===== src/rtl/fetch_pkg.sv =====
`default_nettype none
// ============================================================================
// Module      : fetch_pkg
// Description : Shared types and constants for the instruction fetch
//               front-end: queue depth, halfword PC type, queue entry
//               layout, ROM bank-select encodings and a consume clamp helper.
// Revision    : 1.0 - initial release
// ============================================================================
package fetch_pkg;

    // Queue depth in halfword entries (power of two).
    localparam int QDEPTH = 4;

    // Halfword program counter.
    typedef logic [14:0] hpc_t;

    // One queue slot: the instruction halfword and the address it came from.
    typedef struct packed {
        logic [15:0] instr;
        hpc_t        pc;
    } qentry_t;

    // IR_0 bank-select encodings. SEL0_IR1 is reserved and never driven.
    localparam logic [1:0] SEL0_DATA0 = 2'd0;
    localparam logic [1:0] SEL0_IR1   = 2'd1;
    localparam logic [1:0] SEL0_DATA1 = 2'd2;

    // Decode may not take more instructions than are on offer.
    function automatic logic [1:0] clamp_consume(input logic [1:0] req,
                                                 input logic [1:0] avail);
        return (req > avail) ? avail : req;
    endfunction

endpackage : fetch_pkg
`default_nettype wire


===== src/rtl/fetch_queue.sv =====
`default_nettype none
// ============================================================================
// Module      : fetch_queue
// Description : Circular halfword buffer. Accepts a pair of writes and up to
//               two reads per cycle; flush empties it and rewinds pointers.
// Ports       : clk, rst        - clock, synchronous active-high reset
//               flush_i         - discard contents, pointers back to 0
//               wr_en_i         - write wr_data0_i / wr_data1_i this cycle
//               wr_data0_i/1_i  - entries for wr_ptr and wr_ptr+1
//               rd_cnt_i        - entries retired this cycle (0..2)
//               count_o         - number of occupied entries
//               rd_data0_o/1_o  - entries at rd_ptr and rd_ptr+1 (raw)
// Revision    : 1.0 - initial release
// ============================================================================
module fetch_queue
    import fetch_pkg::*;
#(
    parameter int DEPTH = 4
) (
    input  logic                         clk,
    input  logic                         rst,
    input  logic                         flush_i,
    input  logic                         wr_en_i,
    input  qentry_t                      wr_data0_i,
    input  qentry_t                      wr_data1_i,
    input  logic [1:0]                   rd_cnt_i,
    output logic [$clog2(DEPTH+1)-1:0]   count_o,
    output qentry_t                      rd_data0_o,
    output qentry_t                      rd_data1_o
);

    localparam int PTR_W = $clog2(DEPTH);
    localparam int CNT_W = $clog2(DEPTH+1);

    qentry_t            mem_q [DEPTH];
    logic [PTR_W-1:0]   rd_ptr_q;
    logic [PTR_W-1:0]   wr_ptr_q;
    logic [CNT_W-1:0]   count_q;

    logic [PTR_W-1:0]   wr_ptr_p1;
    logic [PTR_W-1:0]   rd_ptr_p1;
    logic [CNT_W-1:0]   count_d;

    // Pointers wrap naturally because DEPTH is a power of two.
    assign wr_ptr_p1 = wr_ptr_q + PTR_W'(1);
    assign rd_ptr_p1 = rd_ptr_q + PTR_W'(1);

    assign count_d = count_q - CNT_W'(rd_cnt_i) + (wr_en_i ? CNT_W'(2) : CNT_W'(0));

    always_ff @(posedge clk) begin
        if (rst || flush_i) begin
            rd_ptr_q <= '0;
            wr_ptr_q <= '0;
            count_q  <= '0;
        end else begin
            rd_ptr_q <= rd_ptr_q + PTR_W'(rd_cnt_i);
            if (wr_en_i) begin
                wr_ptr_q <= wr_ptr_q + PTR_W'(2);
            end
            count_q <= count_d;
        end
    end

    // Storage needs no reset: consumers gate the read data with count_o.
    always_ff @(posedge clk) begin
        if (wr_en_i && !rst && !flush_i) begin
            mem_q[wr_ptr_q]  <= wr_data0_i;
            mem_q[wr_ptr_p1] <= wr_data1_i;
        end
    end

    assign count_o    = count_q;
    assign rd_data0_o = mem_q[rd_ptr_q];
    assign rd_data1_o = mem_q[rd_ptr_p1];

endmodule : fetch_queue
`default_nettype wire


===== src/rtl/fetch_unit.sv =====
`default_nettype none
// ============================================================================
// Module      : fetch_unit
// Description : Instruction fetch front-end for the dual-issue Thumb core.
//               Drives the dual-bank ROM address/selects, buffers returned
//               halfwords in a small queue and presents up to two in-order
//               instructions per cycle to decode. Branches flush and redirect.
// Ports       : clk, rst              - clock, synchronous active-high reset
//               Rom_addr, pc_1        - ROM word address / bank-0 increment
//               sel_mem_1, sel_mem_0  - IR_1 / IR_0 bank selects
//               IR_0, IR_1            - halfwords at fetch_pc, fetch_pc+1
//               inst_0, inst_1        - queue head and head+1 (0 if absent)
//               inst_0_pc             - halfword address of inst_0
//               inst_cnt              - valid instructions presented (0..2)
//               consume               - instructions taken by decode
//               branch_valid/_target  - redirect request and address
// Revision    : 1.0 - initial release
// ============================================================================
module fetch_unit
    import fetch_pkg::*;
#(
    parameter int          QDEPTH   = fetch_pkg::QDEPTH,
    parameter logic [14:0] RESET_PC = 15'h0
) (
    input  logic        clk,
    input  logic        rst,
    output logic [13:0] Rom_addr,
    output logic        pc_1,
    output logic        sel_mem_1,
    output logic [1:0]  sel_mem_0,
    input  logic [15:0] IR_0,
    input  logic [15:0] IR_1,
    output logic [15:0] inst_0,
    output logic [15:0] inst_1,
    output logic [14:0] inst_0_pc,
    output logic [1:0]  inst_cnt,
    input  logic [1:0]  consume,
    input  logic        branch_valid,
    input  logic [14:0] branch_target
);

    localparam int CNT_W = $clog2(QDEPTH+1);

    hpc_t             fetch_pc_q;
    hpc_t             fetch_pc_d;
    logic [CNT_W-1:0] count;
    logic [1:0]       consume_eff;
    logic [1:0]       rd_cnt;
    logic             fetch_en;
    qentry_t          wr_data0;
    qentry_t          wr_data1;
    qentry_t          rd_data0;
    qentry_t          rd_data1;

    // ---------------------------------------------------------------- decode
    assign inst_cnt    = (count >= CNT_W'(2)) ? 2'd2 : count[1:0];
    assign consume_eff = clamp_consume(consume, inst_cnt);

    // Fetch only when a full pair is guaranteed to fit after this cycle's
    // retirement; a branch suppresses fetch of the now-stale stream.
    assign fetch_en = !branch_valid &&
                      ((count - CNT_W'(consume_eff)) <= CNT_W'(QDEPTH-2));

    // The consume presented alongside a branch is discarded with the flush.
    assign rd_cnt = branch_valid ? 2'd0 : consume_eff;

    assign wr_data0 = '{instr: IR_0, pc: fetch_pc_q};
    assign wr_data1 = '{instr: IR_1, pc: fetch_pc_q + 15'd1};

    always_comb begin
        fetch_pc_d = fetch_pc_q;
        if (branch_valid) begin
            fetch_pc_d = branch_target;
        end else if (fetch_en) begin
            fetch_pc_d = fetch_pc_q + 15'd2;
        end
    end

    always_ff @(posedge clk) begin
        if (rst) begin
            fetch_pc_q <= RESET_PC;
        end else begin
            fetch_pc_q <= fetch_pc_d;
        end
    end

    // ------------------------------------------------------------ ROM drive
    // Even PC: bank 0 holds fetch_pc, bank 1 holds fetch_pc+1.
    // Odd PC : bank 1 holds fetch_pc, bank 0 (at word+1) holds fetch_pc+1.
    assign Rom_addr  = fetch_pc_q[14:1];
    assign pc_1      = fetch_pc_q[0];
    assign sel_mem_1 = !fetch_pc_q[0];
    assign sel_mem_0 = fetch_pc_q[0] ? SEL0_DATA1 : SEL0_DATA0;

    // ---------------------------------------------------------------- queue
    fetch_queue #(
        .DEPTH (QDEPTH)
    ) u_queue (
        .clk        (clk),
        .rst        (rst),
        .flush_i    (branch_valid),
        .wr_en_i    (fetch_en),
        .wr_data0_i (wr_data0),
        .wr_data1_i (wr_data1),
        .rd_cnt_i   (rd_cnt),
        .count_o    (count),
        .rd_data0_o (rd_data0),
        .rd_data1_o (rd_data1)
    );

    // ---------------------------------------------------------- presentation
    assign inst_0    = (count >= CNT_W'(1)) ? rd_data0.instr : 16'h0;
    assign inst_0_pc = (count >= CNT_W'(1)) ? rd_data0.pc    : 15'h0;
    assign inst_1    = (count >= CNT_W'(2)) ? rd_data1.instr : 16'h0;

    // Decode must never claim more than it was offered.
    a_consume_bound : assert property (
        @(posedge clk) disable iff (rst || branch_valid) consume <= inst_cnt
    );

endmodule : fetch_unit
`default_nettype wire

===== config.mk =====
export PLATFORM = sky130hd
export DESIGN_NAME = fetch_unit
export DESIGN_NICKNAME = d
export VERILOG_FILES = /design/src/rtl/fetch_pkg.sv /design/src/rtl/fetch_queue.sv /design/src/rtl/fetch_unit.sv
export SDC_FILE = /design/constraint.sdc
export NUM_CORES = 1
export LEC_CHECK = 0
export ABC_AREA = 1
export CORE_ASPECT_RATIO = 1.1
export CORE_MARGIN = 4
export CORE_UTILIZATION = 27
export CTS_BUF_LIST = sky130_fd_sc_hd__clkbuf_4 sky130_fd_sc_hd__clkbuf_8 sky130_fd_sc_hd__clkbuf_16
export DETAILED_ROUTE_END_ITERATION = 12
export PLACE_DENSITY = 0.49
export SLEW_MARGIN = 20
export SYNTH_ARGS = -nofsm -noshare
export SYNTH_HDL_FRONTEND = slang
export SYNTH_SLANG_ARGS = --single-unit

===== constraint.sdc =====
create_clock -name clk -period 18.9 [get_ports clk]
set_input_delay 1.89 -clock clk [delete_from_list [all_inputs] [get_ports clk]]
set_output_delay 1.89 -clock clk [all_outputs]
set_load 0.005 [all_outputs]

Yosys cells after proc, flatten, opt, wreduce, memory -nomap -nowiden
Memory sizes are Yosys's and may differ from the RTL's. A register that Yosys moved wholly into a read port is not among the register bits.
Cells that the tools add are included.
{ "classes": {"n_mux": 13, "magnitude_cmp": 4, "reduce_logical": 8, "add_sub_neg": 9} }
{ "ops": {"columns": ["cell", "count"], "rows": [
  ["15-bit 2-to-1 mux", 3],
  ["16-bit 2-to-1 mux", 2],
  ["15-bit by 1-bit adder with 15-bit output, second input constant", 1],
  ["15-bit by 2-bit adder with 15-bit output, second input constant", 1],
  ["2-bit 2-to-1 mux", 6],
  ["3-bit by 2-bit subtractor with 3-bit output", 2],
  ["2-bit by 1-bit adder with 2-bit output, second input constant", 2],
  ["3-bit adder", 1],
  ["3-bit by 1-bit >= comparator with 1-bit output, second input constant", 1],
  ["3-bit by 2-bit >= comparator with 1-bit output, second input constant", 1],
  ["3-bit by 2-bit less-or-equal comparator with 1-bit output, second input constant", 1],
  ["1-bit logical AND", 3],
  ["1-bit zero test", 3],
  ["2-bit adder", 1],
  ["2-bit adder, second input constant", 1],
  ["2-bit > comparator", 1],
  ["1-bit 2-to-1 mux", 2],
  ["2-bit nonzero test", 1],
  ["1-bit logical OR", 1]
]} }
{ "word_totals": {"wordCells": 39, "ram_bits": 124, "reg_bits": 22, "memories": 1, "out_inout_bits": 67} }
{ "mem_list": {"columns": ["memory", "depth", "word_bits", "read_ports", "rd_ports_with_merged_regs", "wr", "line_no", "source"], "rows": [
  ["u_queue.mem_q", 4, 31, 2, 1, 2, "fetch_queue.sv:35", "qentry_t mem_q [DEPTH];"]
]} }

Depth between registers and ports, before layout
{ "logic_depth": {"depth_word": 11, "mapped_depth": 24} }

Cells and area by module
From an unflattened synthesis, not the netlist that was laid out.
{ "hier_totals": {"hier_cells": 908, "hier_area_um2": 7790.0} }
{ "by_module_without_submodules": {"columns": ["mod", "cells_per_inst", "area_each_um2", "instances"], "rows": [
  ["fetch_queue", 583, 6044.5, 1],
  ["fetch_unit", 325, 1745.4, 1]
]} }

Worst setup path after synthesis
OpenSTA, ideal clock, no wires.
{ "synth_path": {"kind": "input -> register", "from": "input consume[1]", "to": "memory u_queue.mem_q[0][0] (netlist bit) (enable)", "stages": 12, "slack_ns": 10.539, "arrival_time_ns": 7.803, "cell_sequence": "ha_1 > o21ai_0 > nand3b_1 > nand2_1 > inv_1 > ha_1 > fa_1 > inv_1 > nand2_1 > nand3_2 > buf_4 > nor3_1"} }
{ "synth_lines": {"columns": ["element", "line_no", "source"], "rows": [
  ["start: declaration", "fetch_unit.sv:37", "input logic [1:0] consume,"],
  ["end: declaration", "fetch_queue.sv:35", null]
]} }

Final worst setup path
{ "layout_path": {"from": "input consume[1]", "to": "register u_queue.count_q[2] (netlist: u_queue.count_o[2])"} }
{ "layout_via": {"elab_chain_cells": 7, "elab_cells_between_ends": 9} }
{ "layout_rtl": {"columns": ["element", "line_no", "source"], "rows": [
  ["2-bit > comparator", "fetch_pkg.sv:31", "return (req > avail) ? avail : req;"],
  ["2-bit 2-to-1 mux *", "fetch_pkg.sv:31", null],
  ["3-bit by 2-bit subtractor with 3-bit output", "fetch_unit.sv:62", "((count - CNT_W'(consume_eff)) <= CNT_W'(QDEPTH-2));"],
  ["3-bit by 2-bit less-or-equal comparator with 1-bit output", "fetch_unit.sv:62", null],
  ["1-bit logical AND", "fetch_unit.sv:61", "assign fetch_en = !branch_valid &&"],
  ["2-bit 2-to-1 mux", "fetch_queue.sv:48", "assign count_d = count_q - CNT_W'(rd_cnt_i) + (wr_en_i ? CNT_W'(2) : CNT_W'(0));"],
  ["3-bit adder *", "fetch_queue.sv:48", null],
  ["end signal: assignment", "fetch_queue.sv:60", "count_q <= count_d;"],
  ["end: declaration", "fetch_queue.sv:38", "logic [CNT_W-1:0] count_q;"]
]} }
Mark *: on every way between the ends. The rest lies on a longest branch, timed or not.
A chain may end at the register's enable or synchronous reset.

==> key figures <==
Detailed routing
  • Vias: roughly 5300
  • Initial DRC Count: 275
  • Final wirelength: 18.79 mm
  • WL per Instance: approximately 17 um
  • Drt pass-1 iters: 4
  • DRC: 0
  • Number of nets with antenna violations after routing: 0
  • Vias per std cell: 4.764

GRT
  • Largest net degree at the start of global routing: just under 80
  • Number of global-route vias before repair: 5272
  • Grt total ovfl: 0
  • Initial antenna violation count: 1
  • GRT Overall Usage: 0.1357
  • First-pass GRT wire length: around 30 mm

Yosys
  • Seq/Total Area, Yosys: 0.6065
  • Synth warn: 0
  • Async S/R FF share, synth: 0
  • Synth area leader: edfxtp_1
  • Primary FF master, synth: edfxtp_1
  • Syn Area/Cell: 9.960 um2
  • Synth Cell Area: a little under 0.007 mm2
  • Cells after Synth: approximately 690
  • Synth top area cells: edfxtp_1 (54%), nand2_1 (7.3%), dfxtp_1 (6.2%), nor2_1 (5.0%), a21oi_1 (4.3%)
  • EDFF count, synth: 124
  • #FFs+latches synth: 145
  • Synth Net Count: 748
  • Synth top area share: 0.5450
  • Synth unique cells: 33

Clock tree
  • CTS Buffer Depth: 2
  • CTS tree: yes
  • Num CTS Buffers: 17
  • Post-CTS Hold Fix Bufs: 0
  • Clk_lat worst skew: 420 ps
  • # Post-CTS Setup Buffers: 0
  • H-tree depth: 4
  • Clock sinks: 145
  • CTS resizes: 0
  • CTS clock-pin slew for the worst setup and hold paths: 60 ps
  • Root Driver: clkbuf_16

Floorplan
  • Starting density of the core: 0.2766
  • Die X-Extent: 159.7 um
  • Core area: 0.02470 mm2
  • Vert. Die Dim: 174.8 um
  • Site row count: 60
  • DIE AREA: 0.02792 mm2
  • I/O pin cnt: around 120

Worst hold path
  • Tightest Hold Check Type: reg2reg

Timing
  • Final hold vios: 0
  • Slew headroom: 0.3196
  • Slew @ Worst Pin: 1018 ps
  • Final setup TNS: 0 ps
  • RSZ-0062 raised after global routing: false
  • # setup viols final: 0
  • Final slew viol count: 0
  • Crit path time final: 5196 ps
  • Period Utilization, post-route: 0.2749
  • Clock Skews: 8.382 ps
  • Fmax: 192.5 MHz
  • Smallest hold slack: ~520 ps

Pwr
  • Switch share: 0.3245
  • Leakage power: 0.003168 uW
  • Sequential share of power: 0.356
  • P_int: roughly 870 uW
  • Gate power share: 0.339
  • Pwr dens: 143.5 mW/mm2
  • Clock share of power: 0.305
  • VDD IR max: 0.00005851 V
  • NetSw: 416.0 uW

Finish
  • Fin nets: 850
  • Share of cells above drive strength 1: 0.07491
  • Post-Route Utilization: 0.3617
  • N_diodes: 0
  • Layout area overhead: 30.75%

Setup path
  • Worst EP arrival: between 5000 and 6000 ps
  • Worst setup SP type: primary input
  • Worst Setup Path Type: in2reg
  • WP data required: 19200 ps
  • Largest fanout on the critical path: 12
  • CP Capture Type: flop

Status
  • Status: complete, no violations

Run
  • Reported max-cap violation count: 0

Placed design
  • Global placer's final weighted congestion: 0.7609
  • Post-DP HPWL: approximately 12 mm
  • Port-buffer cells: 117
[registers in the layout (all words and copies together), names as in the netlist]
register and cells:
fetch_pc_q 15, u_queue.count_o 3, u_queue.mem_q 124, u_queue.rd_ptr_q 2
u_queue.wr_ptr_q 1
[routing by layer]
layer | part of all wire | global-route usage | vias up
met1 | 0.46 | 0.1806 | 2502
met2 | 0.47 | 0.2205 | 152
li1 | - | - | 2622
met3 | 0.053 | 0.03303 | 15
met5 | 0.00090 | 0 | -
met4 | 0.0088 | 0.03978 | 2
[cells in the mapped netlist (5+ instances only)]
cell	n
nand2_1	133
edfxtp_1	124
nor2_1	91
a21oi_1	59
o21ai_0	45
inv_1	42
nand3_1	24
dfxtp_1	21
buf_2	19
o22ai_1	16
a311oi_1	14
o221ai_1	14
xor2_1	12
buf_4	11
clkbuf_1	10
ha_1	9
nor3_1	7
nor2_2	6
nand4_1	5
[worst max-delay path, cell delays in order]
cell             delay (ps)
clkdlybuf4s50_1         420
ha_1                    310
o21ai_0                 210
nand3b_1                120
nand2_1                 110
inv_1                    50
ha_1                    180
fa_1                    370
inv_1                    80
nand2_1                 110
nand3_2                 270
nand2_1                 240
o21ai_0                 220
inv_1                    60
ha_1                    270
ha_1                    200
xor2_1                  160
nand3_1                  90
nand2_1                  70
nor2_1                   30
[cell families after synthesis]
family	Yosys count	share of synthesized area
buffers and inverters	87	0.05731
flip-flops	145	0.6065
AND/OR/NAND/NOR	275	0.1661
other	1	0.0005488
XOR/XNOR	12	0.01538
AO/OA/AOI/OAI	156	0.1348
adder cells (fa/ha/maj)	10	0.01941
[layout by cell type, fill, tap and decap left out, types with 3 or more instances in the layout]
cell type | netlist | layout
a211oi_1 | 3 | 3
a21oi_1 | 59 | 59
a311oi_1 | 14 | 14
buf_4 | 11 | 7
bufinv_16 | 0 | 7
clkbuf_16 | 0 | 17
clkdlybuf4s50_1 | 0 | 117
clkinv_2 | 0 | 3
dfxtp_1 | 21 | 20
edfxtp_1 | 124 | 124
ha_1 | 9 | 9
inv_1 | 42 | 42
inv_2 | 4 | 4
nand2_1 | 133 | 133
nand2_2 | 4 | 4
nand3_1 | 24 | 24
nand4_1 | 5 | 5
nor2_1 | 91 | 91
nor2_2 | 6 | 5
nor3_1 | 7 | 5
o21ai_0 | 45 | 45
o221ai_1 | 14 | 14
o22ai_1 | 16 | 16
xor2_1 | 12 | 12
[per-stage QoR]
step | instances | cell area, um2 | setup slack [ps] | total power [uW]
floorplan | 686 | 6833 | 10540 | 705.3
global placement | 1079 | 8242 | 13360 | 905.5
detailed placement | 1079 | 8242 | 13250 | 906.5
CTS | 1111 | 8934 | 13630 | 1302
global route | 1111 | 8934 | 13360 | 1368
finish | 1111 | 8934 | 13700 | 1282
[final cells by class]
| type | instances | area [um2] |
|---|---|---|
| clock buffer | 18 | 432.9 |
| clock inverter | 14 | 259.0 |
| fill | 2454 | 15770 |
| inverter | 46 | 172.7 |
| multi-input combinational | 454 | 2312 |
| sequential | 145 | 4145 |
| tap | 310 | 387.9 |
| timing repair buffer | 124 | 1224 |
[power groups by stage]
stage / clock [uW] / sequential [uW] / combinational, uW
finish: 391 / 456 / 435
global route: 414 / 462 / 492
CTS: 400 / 456 / 446
detailed placement: 0 / 462 / 444
global placement: 0 / 462 / 444
floorplan: 0 / 459 / 246
[path summary, 6_finish.rpt]
check                                         start  cells after the start  slack, ps                   to
worst min register to register  u_queue.wr_ptr_q[1]                      2        520  u_queue.wr_ptr_q[1]
worst min-delay path            u_queue.wr_ptr_q[1]                      2        520  u_queue.wr_ptr_q[1]
worst max-delay path                     consume[1]                     20      13700   u_queue.count_o[2]
worst max register to register   u_queue.count_o[2]                     22      14660   u_queue.count_o[2]
Note: power is estimated with default switching activity, not from simulation.
